===== config.mk =====
export PLATFORM = sky130hd
export DESIGN_NAME = rs_int_issue_select_flat
export DESIGN_NICKNAME = d
export VERILOG_FILES = /design/src/rtl/rs_pkg.sv /design/src/rtl/rs_int_issue_select_if.sv /design/src/rtl/rs_age_select.sv /design/src/rtl/rs_int_issue_select.sv /design/src/flat_wrapper.sv
export SDC_FILE = /design/constraint.sdc
export NUM_CORES = 1
export LEC_CHECK = 0
export CAP_MARGIN = 10
export CORE_AREA = 4 4 158 160
export DETAILED_ROUTE_END_ITERATION = 8
export DIE_AREA = 0 0 162 164
export SYNTH_ARGS = -nofsm -noshare
export SYNTH_HDL_FRONTEND = slang
export SYNTH_SLANG_ARGS = --single-unit

===== constraint.sdc =====
create_clock -name clk -period 33 [get_ports clk]
set_input_delay 9.9 -clock clk [delete_from_list [all_inputs] [get_ports clk]]
set_output_delay 9.9 -clock clk [all_outputs]
set_load 0.005 [all_outputs]

===== src/rtl/rs_pkg.sv =====
// Shared reservation-station definitions.
// Line state encoding seen by the RS controller.
package rs_pkg;

    localparam int RS_STATE_W = 3;

    typedef enum logic [RS_STATE_W-1:0] {
        RS_NONE   = 3'd0,
        RS_WRITE  = 3'd1,
        RS_READY  = 3'd2,
        RS_WAIT   = 3'd3,
        RS_COMMIT = 3'd4
    } rs_state_e;

endpackage


===== src/rtl/rs_int_issue_select_if.sv =====
// Issue packet bus from the integer RS to the ALU.
// valid/ready handshake with registered packet fields.
interface rs_int_issue_select_if #(
    parameter int ROB_ADDR_W = 5,
    parameter int OPGEN_W    = 8,
    parameter int DATA_W     = 32
);

    logic                  valid;
    logic                  ready;
    logic [ROB_ADDR_W-1:0] rob_addr;
    logic [OPGEN_W-1:0]    opgen;
    logic [DATA_W-1:0]     opnd1;
    logic [DATA_W-1:0]     opnd2;

    modport master (
        output valid,
        output rob_addr,
        output opgen,
        output opnd1,
        output opnd2,
        input  ready
    );

    modport slave (
        input  valid,
        input  rob_addr,
        input  opgen,
        input  opnd1,
        input  opnd2,
        output ready
    );

endinterface


===== src/rtl/rs_age_select.sv =====
// Oldest-eligible picker: argmin of ROB age relative to rob_head.
// Ties resolve to the lowest line index.
module rs_age_select #(
    parameter int LINE_NUM   = 4,
    parameter int ROB_ADDR_W = 5,
    parameter int IDX_W      = 2
) (
    input  logic [LINE_NUM-1:0]            eligible,
    input  logic [LINE_NUM*ROB_ADDR_W-1:0] rob_addr,
    input  logic [ROB_ADDR_W-1:0]          rob_head,
    output logic [LINE_NUM-1:0]            onehot,
    output logic [IDX_W-1:0]               idx,
    output logic                           any
);

    logic [ROB_ADDR_W-1:0] age [LINE_NUM];
    logic [ROB_ADDR_W-1:0] best;

    // Wrap-around subtraction gives distance from the ROB head.
    always_comb begin
        for (int i = 0; i < LINE_NUM; i++) begin
            age[i] = rob_addr[i*ROB_ADDR_W +: ROB_ADDR_W] - rob_head;
        end
    end

    always_comb begin
        any  = 1'b0;
        idx  = '0;
        best = '0;
        for (int i = 0; i < LINE_NUM; i++) begin
            if (eligible[i] && (!any || age[i] < best)) begin
                any  = 1'b1;
                idx  = IDX_W'(i);
                best = age[i];
            end
        end
        onehot = '0;
        if (any) onehot[idx] = 1'b1;
    end

endmodule


===== src/rtl/rs_int_issue_select.sv =====
// Integer RS controller: line allocation, oldest-ready issue
// select and registered issue packet toward the ALU.
module rs_int_issue_select
    import rs_pkg::*;
#(
    parameter int LINE_NUM   = 4,
    parameter int ROB_ADDR_W = 5,
    parameter int OPGEN_W    = 8,
    parameter int DATA_W     = 32
) (
    input  logic                             clk,
    input  logic                             rst,
    input  logic                             flush,
    input  logic [ROB_ADDR_W-1:0]            rob_head,
    input  logic                             alloc_valid,
    output logic                             alloc_ready,
    output logic [LINE_NUM-1:0]              line_write_en,
    input  logic [LINE_NUM*RS_STATE_W-1:0]   line_state,
    input  logic [LINE_NUM*ROB_ADDR_W-1:0]   line_rob_addr,
    input  logic [LINE_NUM*OPGEN_W-1:0]      line_opgen,
    input  logic [LINE_NUM*DATA_W-1:0]       line_opnd1,
    input  logic [LINE_NUM*DATA_W-1:0]       line_opnd2,
    output logic [LINE_NUM-1:0]              line_issue_en,
    rs_int_issue_select_if.master            iss
);

    localparam int IDX_W = $clog2(LINE_NUM);
    localparam int SW    = RS_STATE_W;

    logic [LINE_NUM-1:0] free;
    logic [LINE_NUM-1:0] elig;
    logic [LINE_NUM-1:0] issued_mask;
    logic [LINE_NUM-1:0] win_oh;
    logic [IDX_W-1:0]    win_idx;
    logic                win_any;
    logic                cap;

    always_comb begin
        for (int i = 0; i < LINE_NUM; i++) begin
            free[i] = line_state[i*SW +: SW] == RS_NONE;
            elig[i] = line_state[i*SW +: SW] == RS_READY
                      && !issued_mask[i];
        end
    end

    assign alloc_ready = |free;

    // Isolate the lowest set bit of the free vector.
    assign line_write_en =
        (alloc_valid && alloc_ready && !flush && !rst)
        ? (free & (~free + LINE_NUM'(1))) : '0;

    rs_age_select #(
        .LINE_NUM   (LINE_NUM),
        .ROB_ADDR_W (ROB_ADDR_W),
        .IDX_W      (IDX_W)
    ) u_age (
        .eligible (elig),
        .rob_addr (line_rob_addr),
        .rob_head (rob_head),
        .onehot   (win_oh),
        .idx      (win_idx),
        .any      (win_any)
    );

    assign cap = win_any && (!iss.valid || iss.ready)
                 && !flush && !rst;

    assign line_issue_en = cap ? win_oh : '0;

    // Mask covers the one cycle before the line leaves READY.
    always_ff @(posedge clk) begin
        if (rst) begin
            iss.valid    <= 1'b0;
            iss.rob_addr <= '0;
            iss.opgen    <= '0;
            iss.opnd1    <= '0;
            iss.opnd2    <= '0;
            issued_mask  <= '0;
        end else if (flush) begin
            iss.valid   <= 1'b0;
            issued_mask <= '0;
        end else begin
            issued_mask <= line_issue_en;
            if (cap) begin
                iss.valid    <= 1'b1;
                iss.rob_addr <= line_rob_addr[win_idx*ROB_ADDR_W +: ROB_ADDR_W];
                iss.opgen    <= line_opgen[win_idx*OPGEN_W +: OPGEN_W];
                iss.opnd1    <= line_opnd1[win_idx*DATA_W +: DATA_W];
                iss.opnd2    <= line_opnd2[win_idx*DATA_W +: DATA_W];
            end else if (iss.ready) begin
                iss.valid <= 1'b0;
            end
        end
    end

endmodule


===== src/flat_wrapper.sv =====
// flat-port wrapper written by rule: the top's interface ports become plain ports
module rs_int_issue_select_flat import rs_pkg::*;
#(
    parameter int LINE_NUM   = 4,
    parameter int ROB_ADDR_W = 5,
    parameter int OPGEN_W    = 8,
    parameter int DATA_W     = 32
)
  (clk, rst, flush, rob_head, alloc_valid, alloc_ready, line_write_en, line_state, line_rob_addr, line_opgen, line_opnd1, line_opnd2, line_issue_en, iss_valid, iss_rob_addr, iss_opgen, iss_opnd1, iss_opnd2, iss_ready);
  rs_int_issue_select_if #(.ROB_ADDR_W(ROB_ADDR_W), .OPGEN_W(OPGEN_W), .DATA_W(DATA_W)) iss_i ();
  input  logic clk;
  input  logic rst;
  input  logic flush;
  input  logic [ROB_ADDR_W-1:0] rob_head;
  input  logic alloc_valid;
  output logic alloc_ready;
  output logic [LINE_NUM-1:0] line_write_en;
  input  logic [LINE_NUM*RS_STATE_W-1:0] line_state;
  input  logic [LINE_NUM*ROB_ADDR_W-1:0] line_rob_addr;
  input  logic [LINE_NUM*OPGEN_W-1:0] line_opgen;
  input  logic [LINE_NUM*DATA_W-1:0] line_opnd1;
  input  logic [LINE_NUM*DATA_W-1:0] line_opnd2;
  output logic [LINE_NUM-1:0] line_issue_en;
  output wire logic [$bits(iss_i.valid)-1:0] iss_valid;
  output wire logic [$bits(iss_i.rob_addr)-1:0] iss_rob_addr;
  output wire logic [$bits(iss_i.opgen)-1:0] iss_opgen;
  output wire logic [$bits(iss_i.opnd1)-1:0] iss_opnd1;
  output wire logic [$bits(iss_i.opnd2)-1:0] iss_opnd2;
  input wire logic [$bits(iss_i.ready)-1:0] iss_ready;
  assign iss_valid = iss_i.valid;
  assign iss_rob_addr = iss_i.rob_addr;
  assign iss_opgen = iss_i.opgen;
  assign iss_opnd1 = iss_i.opnd1;
  assign iss_opnd2 = iss_i.opnd2;
  assign iss_i.ready = iss_ready;
  rs_int_issue_select #(.LINE_NUM(LINE_NUM), .ROB_ADDR_W(ROB_ADDR_W), .OPGEN_W(OPGEN_W), .DATA_W(DATA_W)) u_core (.clk(clk), .rst(rst), .flush(flush), .rob_head(rob_head), .alloc_valid(alloc_valid), .alloc_ready(alloc_ready), .line_write_en(line_write_en), .line_state(line_state), .line_rob_addr(line_rob_addr), .line_opgen(line_opgen), .line_opnd1(line_opnd1), .line_opnd2(line_opnd2), .line_issue_en(line_issue_en), .iss(iss_i));
endmodule

## Word level (Yosys, flattened, before mapping)

Index checks and enable logic that the tools add are counted.

| operators by class | value |
|---|---|
| shift operators | 4 |
| multipliers | 1 |
| mux-type cells | 17 |
| equality and inequality tests | 4 |
| div/mod/pow operators | 0 |
| add/subtract/negate cells | 5 |
| order comparisons | 5 |
| bitwise operators | 3 |
| reductions and logical operators | 36 |

Operators with widths:

| operator | number |
|---|---|
| $shiftx A128 B8 Y32 | 2 |
| $shiftx A32 B6 Y8 | 1 |
| $shiftx A20 B6 Y5 | 1 |
| $sub A5 B5 Y5 | 4 |
| $lt A5 B5 Y1 | 3 |
| $mux W5 | 3 |
| $logic_and A1 B1 Y1 | 14 |
| $eq A3 B2 Y1 const B | 4 |
| $logic_not A3 Y1 | 4 |
| $mux W4 | 3 |
| $logic_not A1 Y1 | 10 |
| $mux W1 | 8 |
| $mul A2 B3 Y5 const B | 1 |
| $add A4 B1 Y4 const B | 1 |
| $and A4 B4 Y4 | 1 |
| $logic_or A1 B1 Y1 | 4 |
| $mux W2 | 2 |
| $not A4 Y4 | 1 |
| $reduce_or A4 Y1 | 1 |
| $lt A2 B3 Y1 const B | 1 |
| $demux W1 S2 | 1 |
| $ge A2 B1 Y1 const B | 1 |
| $reduce_and A2 Y1 | 1 |
| $reduce_bool A2 Y1 | 1 |
| other kinds (2) | 2 |

| storage, ports and cells | value |
|---|---|
| bits in latches | 0 |
| logic and storage cells | 81 |
| bits of input ports | 330 |
| RAM bits | 0 |
| output and inout bits | 87 |
| memories | 0 |
| register bits | 82 |
| ROM bits | 0 |

## Longest topological paths before layout

Gate-level depths: netlist of run 1.

| depth | value |
|---|---|
| word-level depth | 21 |
| mapped depth | 36 |
| gate-level depth less buffers | 30 |

## Cells and area by module

Synthesis of run 1 repeated with hierarchy kept, for this count alone.

| unflattened totals | value |
|---|---|
| cell total of the unflattened synthesis | 472 |
| area total of the unflattened synthesis | 5,841.9 um2 |

By module, submodules not included:

| module | cells each | area an instance (um2) | instances |
|---|---|---|---|
| rs_int_issue_select | 302 | 4,470.5 | 1 |
| rs_age_select | 170 | 1,371.3 | 1 |

## Least setup slack after synthesis of run 1

Ideal clock, no wire load.

| path | value |
|---|---|
| path kind | input-to-output |
| from | in rob_head[1] |
| to | out line_issue_en[3] |
| buffers on the path | 5 |
| data required time | 23.100 ns |
| arrival time | 16.004 ns |
| slack | 7.096 ns |
| cell stages on the path | 30 |
| cells stage by stage | inv_1 > fa_1 > a21o_1 > a21oi_1 > xnor2_1 > nand2_1 > ha_1 > a21oi_1 > o221ai_1 > a21oi_1 > clkbuf_1 > clkbuf_1 > clkbuf_1 > nand2_1 > o21ai_0 > inv_1 > ha_1 > a21oi_1 > o21ai_0 > o31ai_4 > mux2i_1 > ha_1 > a21o_1 > a21o_1 > a21o_1 > a221o_1 > a21oi_2 > buf_4 > buf_4 > and2_1 |

| between the ends | value |
|---|---|
| cells in the longest elaborated chain, start to end | 20 |
| elaborated cells between the ends (all ways) | 34 |

RTL lines:

| element | RTL line | RTL |
|---|---|---|
| start: declaration | flat_wrapper.sv:14 | `input logic [ROB_ADDR_W-1:0] rob_head;` |
| $sub A5 B5 Y5 | rs_age_select.sv:22 | `age[i] = rob_addr[i*ROB_ADDR_W +: ROB_ADDR_W] - rob_head;` |
| $mux W5 | rs_age_select.sv:31 | `if (eligible[i] && (!any \|\| age[i] < best)) begin` |
| $lt A5 B5 Y1 | rs_age_select.sv:31 |  |
| $logic_or A1 B1 Y1 | rs_age_select.sv:31 |  |
| $logic_and A1 B1 Y1 | rs_age_select.sv:31 |  |
| $mux W5 or $mux W1 (tied branches) | rs_age_select.sv:31 |  |
| $lt A5 B5 Y1 or $logic_not A1 Y1 (tied branches) | rs_age_select.sv:31 |  |
| $logic_or A1 B1 Y1 | rs_age_select.sv:31 |  |
| [... 4 more ...] | n/a |  |
| $logic_and A1 B1 Y1 | rs_age_select.sv:31 |  |
| $mux W2 | rs_age_select.sv:31 |  |
| $lt A2 B3 Y1 (not written as such) or $ge A2 B1 Y1 (tied branches) | rs_age_select.sv:38 | `if (any) onehot[idx] = 1'b1;` |
| $logic_and A1 B1 Y1 (not written as such) | rs_age_select.sv:38 |  |
| $mux W1 (not written as such) | rs_age_select.sv:38 |  |
| $demux W1 S2 | rs_age_select.sv:38 |  |
| $mux W4 | rs_age_select.sv:38 |  |
| $mux W4 (*) | rs_int_issue_select.sv:69 | `assign line_issue_en = cap ? win_oh : '0;` |
| end: declaration | flat_wrapper.sv:23 | `output logic [LINE_NUM-1:0] line_issue_en;` |

Mark *: on every way between the ends. The rest lies on a longest branch, timed or not.

## Worst setup path in the final report of run 1

| path | value |
|---|---|
| from | in rob_head[0] |
| to | out line_issue_en[0] |

The elaborated chain is that of the path after synthesis.

==> summary.txt, run 1 <==
Outcome
  – Outcome: complete, no violations

Clock network
  – Clock latency on the worst-skew pair: 350 ps
  – Hold-fix buffers at CTS: 0
  – Clock Tree Buf Depth: 2
  – Post-CTS Setup Repair Bufs: 0
  – CTS Buf Count: 9
  – Clock Sinks: 82
  – Register clock-pin slew on the reported worst setup and hold paths: 70 ps
  – H-tree depth: 3
  – CTS root buf: clkbuf_16
  – TritonCTS clock tree: done
  – # resized after CTS: 0

Cells and area
  – Antenna Cells: 0
  – Fin cells: 1,398
  – Share of cells above drive strength 1: 4.171%
  – Net count of the finished layout: 1,436
  – Area Overhead vs Synth: 77.72%

Placed design
  – Placed insts: 1,382
  – HPWL Detailed: 20.48 mm
  – Number of port buffers: 416
  – GP Congestion: 0.7576

Flow run
  – MaxCap Viol Count: 0

Worst setup path
  – Worst r2r dst: u_core.iss.opgen[5]
  – Critical Path Start Type: input port
  – Crit path DAT: 17,760 ps
  – Worst r2r src: u_core.issued_mask[0]
  – Slowest CP cell: a31oi_4
  – CP peak stage delay: 770 ps
  – Required time of the critical path: 23,100 ps
  – Setup crit end kind: primary output
  – Crit path max fanout: 56
  – Setup crit start: rob_head[0]
  – Register-to-register path setup slack: 25,960 ps
  – Worst Setup EP: line_issue_en[0]
  – R2R cell count: 24
  – Crit Path Class: in2out

Floorplanning
  – Die footprint: 26,570 µm²
  – Initial Utilization: 25.56%
  – Area of the core: 23,400 µm²
  – IO Count: 417
  – Row cnt: 56
  – Die H: 164 µm
  – Die Width: 162 µm

Route
  – WL final: 27.07 mm
  – DRT Pass-1 Iters: 4
  – DRT iter0 DRCs: 356
  – Remaining antenna violation count: 0
  – Vias per cell: 5.014
  – DRC Markers: 0
  – Vias: 7,010
  – DR WL/cell: 19.36 µm

STA
  – Period minus WS final: 27,660 ps
  – RSZ-0062 raised after global routing: no
  – Setup violations, final: 0
  – Max Freq: 0.03615 GHz
  – Rel. slew slack: 28.83%
  – Final TNS setup: 0 ps
  – Hold Worst Slack: 497.0 ps
  – Slew at the pin closest to its max-slew limit: 1068 ps
  – Worst Skew: 9.678 ps
  – Hold Violations, Final: 0
  – Fin. max-slew vios: 0
  – Fin crit share: 83.83%

Global route
  – Initial antenna violation count: 0
  – GRT Util Overall: 19.35%
  – Grt ovf: 0
  – Vias in the first global route: 7,043
  – Global-route wire length before repair: 40.40 mm
  – Largest net degree at the start of global routing: 84

Synthesis
  – Synth Instances: 709
  – Mean area per synthesized cell: 8.437 µm²
  – Yosys cell types: 53
  – Cell Area, Synth: 5982 µm²
  – Synthesized flop and latch total: 82
  – Ys Warns: 0
  – Sequential area share after synthesis: 27.44%
  – Post-Syn Nets: 1,071

Pwr
  – PD cells: 32.59 nW/µm²
  – Leakage: 3.620 nW
  – Peak VDD IR: 0.00002170 V

Min path
  – Worst hold-check path type: reg2reg
==> worst min-delay path by stage <==
stage | cells after the start | slack, ps | to | start
after floorplan | 2 | 490 | u_core.iss.opgen[0] | u_core.iss.opgen[0]
after global placement | 2 | 490 | u_core.iss.opnd2[7] | u_core.iss.opnd2[7]
after detailed placement | 2 | 490 | u_core.iss.opnd2[19] | u_core.iss.opnd2[19]
after CTS | 2 | 500 | u_core.iss.opnd2[11] | u_core.iss.opnd2[11]
after global routing | 2 | 510 | u_core.iss.opnd1[20] | u_core.iss.opnd1[20]
final | 2 | 500 | u_core.iss.opnd2[29] | u_core.iss.opnd2[29]
==> cell type report <==
cell class                 instances  area (µm²)
timing repair buffer             425        4229
inverter                          13       48.80
sequential                        82        1642
tap                              319       399.1
clock inverter                     4       76.32
fill                            2398       12770
multi-input combinational        543        4000
clock buffer                      12       236.5
==> where the power goes <==
part	total (mW)	switching [mW]	internal (mW)
combinational	0.127	0.0553	0.0722
clock	0.111	0.0445	0.0667
sequential	0.108	0.00306	0.105
==> synth_stat cells (all sizes together) <==
cell,count,area [µm²]
nor3b,1,7.510
nand3,2,10.01
or4b,3,33.78
o221ai,1,8.760
a311oi,1,8.760
a22oi,2,15.01
fa,4,80.08
nand2b,78,488.0
nor3,1,5.000
ha,28,350.3
o2111ai,1,8.760
o211a,1,10.01
and2,4,25.02
nand2,19,71.32
o21a,5,37.54
a41oi,1,8.760
o31ai,1,21.27
a21oi,18,93.84
nor2,88,330.3
or3,4,25.02
o21ai,4,20.02
clkbuf,53,198.9
a221oi,78,733.2
a221o,1,10.01
a211oi,77,588.1
nor4b,4,50.05
xor2,4,35.03
a2bb2oi,1,8.760
o2bb2ai,1,15.01
a21o,12,90.09
and4,1,8.760
nor2b,1,6.260
mux2i,1,10.01
and3,2,12.51
a31oi,1,21.27
xnor2,12,105.1
o211ai,77,583.1
buf,18,137.6
nand4,3,18.77
inv,13,48.80
dfxtp,82,1642
==> worst max-delay path: cells and delay by family <==
family,cells,cell delay [ps]
AO/OA/AOI/OAI,11,2940
XOR/XNOR,1,140
adder cells (fa/ha/maj),5,1510
buffers and inverters,6,2240
AND/OR/NAND/NOR,8,970
==> logic make-up after synthesis <==
group	after synthesis	synth area share (%)
AO/OA/AOI/OAI	283	38.15
XOR/XNOR	16	2.343
adder cells (fa/ha/maj)	32	7.195
buffers and inverters	84	6.442
flip-flops	82	27.44
multiplexers	1	0.1673
AND/OR/NAND/NOR	211	18.26
==> per-stage QoR <==
stage               setup slack [ps]  utilization [%]  power [mW]  instance area [µm²]
global route                    4579            45.43      0.3674                10630
CTS                             5263            45.43      0.3525                10630
finish                          5337            45.43      0.3465                10630
detailed placement              5309            44.09      0.2388                10320
global placement                5491            44.09      0.2376                10320
floorplan                       7096                -      0.1712                 5982
==> sequential cells by signal, indices dropped and copies added, names as in the netlist <==
register             flops
u_core.iss.opnd2        32
u_core.issued_mask       4
u_core.iss.opnd1        32
u_core.iss.opgen         8
u_core.iss.valid         1
u_core.iss.rob_addr      5
==> layout by cell type (no fill, tap or decap), types with 8 or more instances in the layout <==
| cell | instances |
|---|---|
| clkbuf_16 | 9 |
| nand2b_1 | 78 |
| a211oi_1 | 75 |
| xnor2_1 | 12 |
| a221oi_1 | 70 |
| buf_4 | 10 |
| a21oi_1 | 15 |
| o211ai_1 | 76 |
| dfxtp_1 | 82 |
| a21o_1 | 11 |
| nand2_1 | 19 |
| nor2_1 | 88 |
| inv_1 | 13 |
| ha_1 | 28 |
| a221oi_2 | 8 |
| clkdlybuf4s50_1 | 415 |
==> routing by layer <==
metal	GRT usage, %	wire, µm
met5	0	0
met4	4.344	425
met3	6.725	2604
met2	35.29	13460
met1	21.79	10580
Power figures use the tool's default switching activity.
==> run 2: changes to the inputs <==
CORE_AREA = 4 4 162 164   (was 4 4 158 160)
DIE_AREA = 0 0 166 168   (was 0 0 162 164)
clock period = 23.1 ns   (was 33 ns; I/O delays follow)
==> run 2 against run 1 <==
  * Die area grew 5.0%
  * Utilization shrank 2.8 points
  * Register-to-register slack lost 10000 ps
  * Cell count grew 0.64%
  * Clock power grew 35%
  * Global-route usage shrank 0.69 points
  * Non-clock buffer count shrank 1
  * Sequential share of layout area is essentially flat
  * Clock-buffer cell count shrank 1
  * Routed wire length grew 1.2%
==> summary.txt, run 2 (synthesis results as in run 1) <==
Global route
  – GRT Util Overall: 18.66% (-0.69 points)
  – Global-route wire length before repair: 41.68 mm (+3.2%)
  – Initial antenna violation count: 0 (unchanged)
  – Vias in the first global route: 7,160 (+1.7%)
  – Grt ovf: 0 (unchanged)
  – Largest net degree at the start of global routing: 79 (-6.0%)

Clock network
  – CTS Buf Count: 9 (unchanged)
  – # resized after CTS: 0 (unchanged)
  – CTS root buf: clkbuf_16
  – Register clock-pin slew on the reported worst setup and hold paths: 70 ps (about the same)
  – Post-CTS Setup Repair Bufs: 0 (unchanged)
  – Clock latency on the worst-skew pair: 350 ps (about the same)
  – H-tree depth: 3 (unchanged)
  – Clock Sinks: 82 (unchanged)
  – Clock Tree Buf Depth: 2 (unchanged)
  – Hold-fix buffers at CTS: 0 (unchanged)
  – TritonCTS clock tree: done

Worst setup path
  – Register-to-register path setup slack: 15,800 ps (-10,160 ps)
  – Crit path max fanout: 40 (-29%)
  – Crit path DAT: 14,260 ps (-3500 ps)
  – R2R cell count: 22 (-8.3%)
  – Worst r2r src: u_core.issued_mask[0]
  – Required time of the critical path: 16,170 ps (-6930 ps)
  – Worst r2r dst: u_core.iss.opnd2[8]
  – Setup crit end kind: primary output
  – Critical Path Start Type: input port
  – Crit Path Class: in2out

STA
  – Slew at the pin closest to its max-slew limit: 1008 ps (-59.91 ps)
  – Fin crit share: 91.74%
  – Period minus WS final: 21,190 ps
  – Hold Violations, Final: 0 (unchanged)
  – Setup violations, final: 0 (unchanged)
  – Max Freq: 0.04719 GHz
  – RSZ-0062 raised after global routing: no
  – Fin. max-slew vios: 0 (unchanged)
  – Rel. slew slack: 32.82% (+4.0 points)
  – Worst Skew: 8.564 ps (-1.115 ps)
  – Final TNS setup: 0 ps (unchanged)

Placed design
  – GP Congestion: 0.7884 (+4.1%)
  – HPWL Detailed: 20.46 mm (about the same)
  – Number of port buffers: 416 (unchanged)

Cells and area
  – End-of-flow core utilization: 42.66% (-2.8 points)
  – Share of cells above drive strength 1: 4.178% (+0.0077 points)
  – Multi-input gate area: 4000 µm² (unchanged)
  – Area Overhead vs Synth: 77.51%
  – Commonest non-fill, non-tap cell in the layout: clkdlybuf4s50_1
  – Fillcell total: 2,525 (+5.3%)
  – Antenna Cells: 0 (unchanged)
  – Commonest non-fill, non-tap cells in the layout: 415 x clkdlybuf4s50_1, 88 x nor2_1, 82 x dfxtp_1
  – Biggest regs: u_core.iss.opnd1: 32 flops, u_core.iss.opnd2: 32 flops, u_core.iss.opgen: 8 flops
  – Seq. cell area: 1642 µm² (unchanged)
  – Net count of the finished layout: 1,435 (-0.070%)

Min path
  – Worst hold-check path type: reg2reg
  – Hold depth: 2 (unchanged)
  – Min-delay src: u_core.iss.opnd2[13]
  – Worst hold endpoint: u_core.iss.opnd2[13]

Route
  – DRT Pass-1 Iters: 4 (unchanged)
  – Vias per cell: 5.014 (about the same)
  – Metal3 WL: 2.085 mm (-20%)
  – Top Metal Used: met4
  – DRT met1 WL: 11.14 mm (+5.3%)
  – WL final: 27.39 mm (+1.2%)
  – Remaining antenna violation count: 0 (unchanged)
  – DR WL/cell: 19.47 µm (+0.55%)
  – Met2 Wirelength: 13.71 mm (+1.9%)
  – Vias: 7,054 (+0.63%)
  – DRT iter0 DRCs: 335 (-5.9%)
  – DRC Markers: 0 (unchanged)

Pwr
  – Sw Share: 30.37% (+0.67 points)
  – Leakage: 3.609 nW (-0.29%)
  – Int Power: 0.3397 mW (+39%)
  – Part of the power in the clock network: 30.7% (-1.4 points)
  – PD cells: 45.94 nW/µm² (+41%)
  – Sequential power share: 31.6% (+0.5 points)
  – Peak VDD IR: 0.00002588 V (+19%)
  – Combinational power share: 37.7% (+0.9 points)
  – P_sw: 0.1481 mW (+44%)

Flow run
  – MaxCap Viol Count: 0 (unchanged)

Floorplanning
  – Area of the core: 24,890 µm² (+6.4%)
  – Die H: 168 µm (+2.4%)
  – Row cnt: 58 (+3.6%)
  – Initial Utilization: 24.03% (-1.5 points)
  – Die footprint: 27,890 µm² (+5.0%)
  – IO Count: 417 (unchanged)
  – Die Width: 166 µm (+2.5%)

Outcome
  – Outcome: complete, no violations
==> run 2: cell types whose count changed in the layout (fill, tap and decap cells not counted), sizes merged <==
cell / before / now
bufinv: 2 / 1
buf: 10 / 9
inv: 13 / 14
clkbuf: 12 / 11
==> run 2: metal layers <==
metal  vias up  track usage, %
met1      3280           21.88
met2       281           33.54
met4         0           4.448
li1       3467               -
met3        26           5.541
met5         -               0
==> run 2: critical path, cell delays in order <==
cell	delay, ps
clkdlybuf4s50_1	550
ha_1	170
inv_1	60
fa_1	400
a21o_1	170
a21oi_1	170
xnor2_1	140
nand2_1	90
ha_1	350
a21oi_1	240
o221ai_1	230
a21oi_4	800
nor2_1	90
a21oi_1	240
ha_1	310
a21oi_1	180
o21ai_0	200
o31ai_4	540
mux2i_1	240
ha_1	270
a21o_1	160
a21o_1	170
a21o_1	200
a22oi_1	270
a31oi_4	320
and3_1	310
clkdlybuf4s50_1	440
==> run 2: layout make-up <==
type / count / area share [%]
Timing Repair Buffer: 424 / 39.76
Inverter: 13 / 0.4595
Multi-Input combinational cell: 543 / 37.67
Clock inverter: 4 / 0.4831
Sequential cell: 82 / 15.46
Clock buffer: 11 / 2.286
Tap cell: 330 / 3.888
==> run 2: power groups by stage <==
| stage | clock network, mW | logic [mW] | registers (mW) |
|---|---|---|---|
| detailed placement | 0 | 0.186 | 0.157 |
| floorplan | 0 | 0.0870 | 0.158 |
| global placement | 0 | 0.184 | 0.157 |
| global route | 0.162 | 0.200 | 0.155 |
| finish | 0.150 | 0.184 | 0.154 |
| CTS | 0.158 | 0.187 | 0.154 |
==> run 2: per-stage QoR <==
step           instances  area [µm²]  power (mW)  worst slack (ps)  hold WS (ps)
2_1_floorplan        709        5982      0.2445              3136         493.9
3_3_place_gp        1392       10320      0.3404              2027         485.7
3_5_place_dp        1392       10320      0.3428              1888         490.6
4_1_cts             1407       10620      0.4985              1842         500.1
5_1_grt             1407       10620      0.5171              1168         512.6
6_report            1407       10620      0.4878              1908         497.8
==> run 2: worst max-delay path by stage <==
stage | startpoint | end | slack, ps | cells after the start
floorplan | rob_head[1] | line_issue_en[3] | 3140 | 30
global placement | rob_head[0] | line_issue_en[1] | 2030 | 28
detailed placement | rob_head[0] | line_issue_en[1] | 1890 | 27
CTS | rob_head[0] | line_issue_en[1] | 1840 | 27
global route | rob_head[0] | line_issue_en[0] | 1170 | 29
finish | rob_head[0] | line_issue_en[1] | 1910 | 27
==> run 3: changes to the inputs <==
CORE_AREA = 4 4 158 160   (was 4 4 162 164)
DIE_AREA = 0 0 162 164   (was 0 0 166 168)
clock period = 25.7 ns   (was 23.1 ns; I/O delays follow)
==> run 3 against run 2 <==
  * Power decreased by 8.5%
  * Clock power fell by 4%
  * First-iteration DRC count fell by 15%
  * Utilization rose by 2.8 points
  * Sequential share of layout area barely moved
==> summary.txt, run 3 (synthesis results as in run 1) <==
Worst setup path
  – Crit path max fanout: 52 (+30%)
  – CP delay by family, top: compound AO/OA/AOI/OAI gates
  – Slowest CP cell: a31oi_4
  – Crit Path Class: in2out
  – Buf+Inv Stages, Crit Path: 6 (+3)
  – CP peak stage delay: 770 ps (-30 ps)
  – Setup crit end kind: primary output
  – Crit path DAT: 15,370 ps (+1110 ps)
  – Required time of the critical path: 17,990 ps (+1820 ps)
  – Critical Path Start Type: input port

Global route
  – Global-route wire length before repair: 40.64 mm (-2.5%)
  – Grt ovf: 0 (unchanged)
  – Initial antenna violation count: 0 (unchanged)
  – Largest net degree at the start of global routing: 84 (+6.3%)
  – GRT Util Overall: 19.41% (+0.75 points)
  – Vias in the first global route: 7,089 (-0.99%)

Min path
  – Worst hold-check path type: reg2reg

Pwr
  – Total chip power: 0.4462 mW (-8.5%)
  – P_sw: 0.1330 mW (-10%)
  – Int Power: 0.3132 mW (-7.8%)
  – Part of the power in the clock network: 32.2% (+1.5 points)
  – Sw Share: 29.81% (-0.56 points)
  – PD cells: 41.94 nW/µm² (-8.7%)
  – Leakage: 3.624 nW (+0.41%)
  – Sequential power share: 31.0% (-0.6 points)
  – Combinational power share: 36.8% (-0.9 points)
  – Peak VDD IR: 0.00002913 V (+13%)

Clock network
  – Post-CTS Setup Repair Bufs: 0 (unchanged)
  – TritonCTS clock tree: done
  – CTS Buf Count: 9 (unchanged)
  – Clock Tree Buf Depth: 2 (unchanged)
  – Hold-fix buffers at CTS: 0 (unchanged)
  – CTS root buf: clkbuf_16
  – H-tree depth: 3 (unchanged)
  – Clock Sinks: 82 (unchanged)
  – Clock latency on the worst-skew pair: 350 ps (about the same)
  – Register clock-pin slew on the reported worst setup and hold paths: 60 ps (about the same)
  – # resized after CTS: 0 (unchanged)

Floorplanning
  – Area of the core: 23,400 µm² (-6.0%)
  – Die Width: 162 µm (-2.4%)
  – Row cnt: 56 (-3.4%)
  – Die footprint: 26,570 µm² (-4.7%)
  – Die H: 164 µm (-2.4%)
  – IO Count: 417 (unchanged)
  – Initial Utilization: 25.56% (+1.5 points)

Cells and area
  – Area Overhead vs Synth: 77.85%
  – Commonest non-fill, non-tap cell in the layout: clkdlybuf4s50_1
  – Antenna Cells: 0 (unchanged)
  – Biggest regs: u_core.iss.opnd1: 32 flops, u_core.iss.opnd2: 32 flops, u_core.iss.opgen: 8 flops
  – Commonest non-fill, non-tap cells in the layout: 415 x clkdlybuf4s50_1, 88 x nor2_1, 82 x dfxtp_1
  – Fillcell total: 2,378 (-5.8%)
  – Net count of the finished layout: 1,437 (+0.14%)
  – Share of cells above drive strength 1: 4.259% (+0.081 points)

STA
  – RSZ-0062 raised after global routing: no
  – Final TNS setup: 0 ps (unchanged)
  – Slew at the pin closest to its max-slew limit: 1046 ps (+38.74 ps)
  – Max Freq: 0.04333 GHz
  – Worst Skew: 11.28 ps (+2.711 ps)
  – Setup violations, final: 0 (unchanged)
  – Fin crit share: 89.80%
  – Hold Worst Slack: 495.6 ps (-2.214 ps)
  – Hold Violations, Final: 0 (unchanged)
  – Fin. max-slew vios: 0 (unchanged)
  – Period minus WS final: 23,080 ps
  – Rel. slew slack: 30.24% (-2.6 points)

Flow run
  – MaxCap Viol Count: 0 (unchanged)

Placed design
  – GP Congestion: 0.7738 (-1.9%)
  – Number of port buffers: 416 (unchanged)
  – HPWL Detailed: 20.71 mm (+1.2%)

Route
  – DRT iter0 DRCs: 286 (-15%)
  – DRC Markers: 0 (unchanged)
  – Vias per cell: 4.944 (-1.4%)
  – Vias: 6,917 (-1.9%)
  – DRT Pass-1 Iters: 4 (unchanged)
  – Remaining antenna violation count: 0 (unchanged)
  – WL final: 27.21 mm (-0.68%)
  – DR WL/cell: 19.45 µm (-0.11%)

Outcome
  – Outcome: complete, no violations
[run 3: cell types whose count changed in the layout (fill, tap and decap cells not counted), sizes merged]
cell | before | now
clkbuf | 11 | 12
inv | 14 | 13
buf | 9 | 11
bufinv | 1 | 2
[run 3: path summary, 6_finish.rpt]
check / from / slack, ps / cells after the start / to
min: u_core.iss.opnd2[11] / 500 / 2 / u_core.iss.opnd2[11]
max: rob_head[0] / 2620 / 31 / line_issue_en[0]
min reg2reg: u_core.iss.opnd2[11] / 500 / 2 / u_core.iss.opnd2[11]
max reg2reg: u_core.issued_mask[0] / 18600 / 24 / u_core.iss.opnd2[8]
[run 3: final cells by class]
| type | count | area [µm²] | share of cell area, % |
|---|---|---|---|
| clock buffers | 12 | 236.5 | 2.223 |
| clock inverters | 4 | 76.32 | 0.7174 |
| inverters | 13 | 48.80 | 0.4587 |
| multi-input cells | 543 | 4000 | 37.60 |
| flip-flops and latches | 82 | 1642 | 15.43 |
| well taps | 319 | 399.1 | 3.752 |
| repair buffers | 426 | 4237 | 39.82 |
[run 3: per-layer routing]
layer | GRT usage [%] | part of all wire (%)
met5 | 0 | 0
met4 | 4.614 | 1.4
met3 | 5.671 | 9.2
met2 | 35.16 | 50
met1 | 22.60 | 39
[run 3: worst reg2reg max path: cells and delay by family, from the launching register on]
family / cells / cell delay [ps]
AND/OR/NAND/NOR: 3 / 890
buffers and inverters: 3 / 1270
multiplexers: 1 / 250
adder cells (fa/ha/maj): 3 / 910
flip-flops: 1 / 340
AO/OA/AOI/OAI: 14 / 3350
[run 3: power by group through the flow]
stage	clock network, mW	registers [mW]	logic, mW
4_1_cts	0.148	0.138	0.167
3_5_place_dp	0	0.141	0.166
3_3_place_gp	0	0.141	0.165
5_1_grt	0.151	0.139	0.181
2_1_floorplan	0	0.142	0.0782
6_report	0.144	0.138	0.164
[run 3: stage by stage]
step / cells / utilization, % / setup WS, ps / cell area (µm²)
CTS: 1399 / 45.46 / 2617 / 10640
global placement: 1383 / 44.12 / 2818 / 10330
global route: 1399 / 45.46 / 2009 / 10640
finish: 1399 / 45.46 / 2621 / 10640
detailed placement: 1383 / 44.12 / 2665 / 10330
floorplan: 709 / - / 4176 / 5982
